File: src/rtl/ysyx_25010008_ifu.sv
// Instruction fetch unit: one AXI4-Lite read per instruction, valid/ready hand-off downstream.
// Optional performance counters are enabled by defining YSYX_25010008_IFU_PERF_EN.
module ysyx_25010008_ifu #(
  parameter logic [31:0] RESET_PC   = 32'h8000_0000,
  parameter logic [31:0] FAULT_INST = 32'h0000_0013
) (
  input  logic        clock,
  input  logic        reset,
  input  logic [31:0] npc,
  input  logic        npc_valid,
  output logic [31:0] inst,
  output logic [31:0] pc,
  output logic        inst_fault,
  output logic        inst_valid,
  input  logic        inst_ready,
  output logic [31:0] araddr,
  output logic        arvalid,
  input  logic        arready,
  input  logic [31:0] rdata,
  input  logic [1:0]  rresp,
  input  logic        rvalid,
  output logic        rready
`ifdef YSYX_25010008_IFU_PERF_EN
  ,
  output logic [31:0] perf_fetch_cnt,
  output logic [31:0] perf_stall_cnt
`endif
);

  typedef enum logic [1:0] {StAr, StR, StOut, StWait} state_e;

  state_e      state_q;
  logic [31:0] pc_q;
  logic [31:0] inst_q;
  logic        fault_q;

  always_ff @(posedge clock) begin
    if (reset) begin
      state_q <= StAr;
      pc_q    <= RESET_PC;
      inst_q  <= '0;
      fault_q <= 1'b0;
    end else begin
      unique case (state_q)
        StAr: begin
          if (arready) state_q <= StR;
        end
        StR: begin
          if (rvalid) begin
            inst_q  <= (rresp == 2'b00) ? rdata : FAULT_INST;
            fault_q <= (rresp != 2'b00);
            state_q <= StOut;
          end
        end
        StOut: begin
          if (inst_ready) state_q <= StWait;
        end
        StWait: begin
          if (npc_valid) begin
            pc_q    <= npc;
            state_q <= StAr;
          end
        end
        default: state_q <= StAr;
      endcase
    end
  end

  // Handshakes are masked while reset is held so nothing is offered during the reset cycle.
  assign arvalid    = (state_q == StAr) && !reset;
  assign rready     = (state_q == StR) && !reset;
  assign inst_valid = (state_q == StOut) && !reset;
  assign araddr     = {pc_q[31:2], 2'b00};
  assign pc         = pc_q;
  assign inst       = inst_q;
  assign inst_fault = fault_q;

`ifdef YSYX_25010008_IFU_PERF_EN
  logic [31:0] fetch_cnt_q, fetch_cnt_d;
  logic [31:0] stall_cnt_q, stall_cnt_d;

  always_comb begin
    fetch_cnt_d = fetch_cnt_q;
    stall_cnt_d = stall_cnt_q;
    if (state_q == StOut && inst_ready) fetch_cnt_d = fetch_cnt_q + 32'd1;
    if ((state_q == StAr && !arready) || (state_q == StR && !rvalid)) begin
      stall_cnt_d = stall_cnt_q + 32'd1;
    end
  end

  always_ff @(posedge clock) begin
    if (reset) begin
      fetch_cnt_q <= '0;
      stall_cnt_q <= '0;
    end else begin
      fetch_cnt_q <= fetch_cnt_d;
      stall_cnt_q <= stall_cnt_d;
    end
  end

  assign perf_fetch_cnt = fetch_cnt_q;
  assign perf_stall_cnt = stall_cnt_q;
`endif

endmodule

File: config.mk
export PLATFORM = sky130hd
export DESIGN_NAME = ysyx_25010008_ifu
export DESIGN_NICKNAME = d
export VERILOG_FILES = /design/src/rtl/ysyx_25010008_ifu.sv
export SDC_FILE = /design/constraint.sdc
export NUM_CORES = 1
export LEC_CHECK = 0
export BUFFER_PORTS_ARGS = -buffer_cell sky130_fd_sc_hd__clkbuf_2
export CORE_ASPECT_RATIO = 2
export CORE_MARGIN = 2
export CORE_UTILIZATION = 41
export CTS_CLUSTER_SIZE = 24
export DETAILED_ROUTE_END_ITERATION = 12
export PLACE_DENSITY = 0.76
export SLEW_MARGIN = 20
export SYNTH_ARGS = -nofsm -noshare
export SYNTH_HDL_FRONTEND = slang
export SYNTH_SLANG_ARGS = --single-unit
File: constraint.sdc
create_clock -name clock -period 2.5 [get_ports clock]
set_input_delay 0.25 -clock clock [delete_from_list [all_inputs] [get_ports clock]]
set_output_delay 0.25 -clock clock [all_outputs]
set_load 0.05 [all_outputs]
==> results.yml <==
synthesis:
  synth_seq_cells: 67
  yosysUniqueCellTypes: 25
  ys_seq_area_frac: 0.462
  synthDominantCellAreaShare: 0.462
  synth_area_mm2: 0.00290
  ys_warn_count: 0
  avgSynthCellArea_um2: 9.33
  syn_inst: 311
  synth.area.top_cells: "dfxtp_1, a22oi_2, buf_4"
  yosys.area.top_type: "dfxtp_1"
finish:
  mostFrequentLayoutCells: "clkbuf_2, dfxtp_1, nand2_1"
  syn_to_final_growth_pct: 31.9
  final_core_util: 0.556
  drive_above_1_share: 0.539
  diodes: 0
  nets: 519
  design_area_mm2: 0.00383
  layout_commonest_cell: "clkbuf_2"
detailed_routing:
  post_drt_wl_per_cell_um: 12.6
  num_vias: 2546
  via_per_inst: 4.74
  drc_errors: 0
  initialDrtViolationCount: 131
  antenna_left: 0
  wirelength_mm: 6.77
  drtPass1Iterations: 4
place:
  hpwl_mm: 5.05
  numPortBuffers: 169
  placed_area_mm2: 0.00353
  gp_congestion: 0.769
  place_worst_setup_slack_ns: 0.474
clock_tree:
  cts_max_level: 3
  cts_tree: "built"
  clock_path_buffers: 2
  postCtsSetupBuffers: 0
  clockRootBuffer: "clkbuf_16"
  clk_latency_ns: 0.32
  ctsResizeCount: 0
  cts_buffers: 9
  clkTransAtPathRegs_ns: 0.05
  cts.sinks: 67
  hold_buffers: 0
critical_path:
  cp-start-kind: "flip-flop"
  cp.buffers_inverters: 1
  crit_type: "reg -> reg"
  max_stage_delay_ns: 0.93
  end_kind: "flip-flop"
  path_cells: "inv_1 > ha_1 > and4bb_2 > a211oi_1"
  critPathSlowestCell: "and4bb_2"
  cp.arrival_ns: 2.15
  worst-path-max-fanout: 33
  cp.required_ns: 2.66
  crit_family: "simple AND/OR/NAND/NOR gates"
timing:
  tightest_slew_ns: 0.981
  post-route-min-period_ns: 1.98
  rsz0062_at_grt: "no"
  max_freq_mhz: 504
  setup_viol: 0
  min_period_over_period: 0.793
  layout_setup_ws_ns: 0.518
  max_slew_margin: 0.346
  fin_skew_ns: 0.00466
  hold_viol_final: 0
  slew_violations: 0
  fin_setup_tns_ns: 0
job:
  cap_violations: 0
grt:
  antenna_found_initial: 0
  grt_usage: 0.174
  grt_max_degree: 34
  grt_pass1_wl_mm: 10.6
  grt_pass1_vias: 2418
  gr-total-overflow: 0
pwr:
  power_leakage_nw: 1.75
  p_per_area_mw_per_mm2: 850
  max-vdd-ir-drop_v: 0.000522
status:
  status: "complete, no violations"
die:
  dieArea_mm2: 0.00781
  start_util: 0.422
  row_count: 43
  io_pins: 172
  dieWidth_um: 63.5
  die_y_um: 123
  core_region_area_mm2: 0.00689
min_path:
  hold_class: "in -> reg"
cells in the mapped netlist:
cell	n
dfxtp_1	67
nand2_1	66
a21oi_1	35
buf_4	33
a22oi_2	29
nor2_2	19
nor2_1	10
buf_2	7
clkbuf_1	7
inv_1	6
buf_6	5
ha_1	4
nor2b_1	4
a211oi_1	3
nand2b_1	3
buf_1	2
mux2i_1	2
nor2b_2	2
a2111oi_4	1
and2_1	1
and4bb_1	1
conb_1	1
nand3b_1	1
nor3_1	1
o21bai_1	1
layer usage:
layer | share of wire | GRT usage | vias up
met2 | 0.53 | 0.314 | 132
met5 | 0 | 0 | -
met3 | 0.082 | 0.0400 | 15
met4 | 0.028 | 0.117 | 0
li1 | - | - | 1251
met1 | 0.36 | 0.175 | 1148
state kept, by name, indices dropped and copies added, names as in the netlist:
| register | flops |
|---|---|
| pc | 32 |
| state_q | 2 |
| inst_fault | 1 |
| inst | 32 |
final cells by class:
class | count | area [um2]
Clock buffer | 14 | 294
Sequential cell | 67 | 1340
Fill cell | 651 | 3060
Multi-Input combinational cell | 185 | 1170
Inverter | 6 | 22.5
Timing Repair Buffer | 174 | 883
Clock inverter | 1 | 5.00
Tap cell | 90 | 113
worst reg2reg max path, cell delays in order, from the launching register on:
cell      delay [ns]
dfxtp_1         0.33
inv_1           0.09
ha_1            0.27
and4bb_2        0.93
a211oi_1        0.20
final timing paths:
check	from	end	slack [ns]	cells after the start
setup reg to reg	state_q[1]$_SDFFE_PP0P_	inst[1]$_SDFFE_PP0P_	0.52	4
hold / removal	npc[31]	pc[31]$_SDFFE_PP1P_	0.14	3
hold reg to reg	pc[0]$_SDFFE_PP0P_	pc[0]$_SDFFE_PP0P_	0.46	2
setup / recovery	state_q[1]$_SDFFE_PP0P_	inst[1]$_SDFFE_PP0P_	0.52	4
metrics by stage:
step                      hold WS [ns]  instances  power (mW)
after global placement           0.442        522        2.05
after floorplan                  0.374        312        1.90
after detailed placement         0.460        522        2.06
after global routing             0.146        537        3.38
final                            0.139        537        3.25
after CTS                        0.129        537        3.28
report_power, final:
| group | internal (mW) | total (mW) | switching, mW |
|---|---|---|---|
| Combinational | 0.243 | 0.842 | 0.599 |
| Sequential | 1.14 | 1.19 | 0.0517 |
| Clock | 0.798 | 1.22 | 0.421 |
cells by family after synthesis:
group,count (synthesis),synth area share
and+or+nand+nor,108,0.171
other,1,0.00129
adders and majority gates,4,0.0172
buffers and inverters,60,0.136
AOI/OAI and AO/OA,69,0.205
DFF,67,0.462
muxes,2,0.00690
No activity file was read; power rests on OpenSTA's default activity.
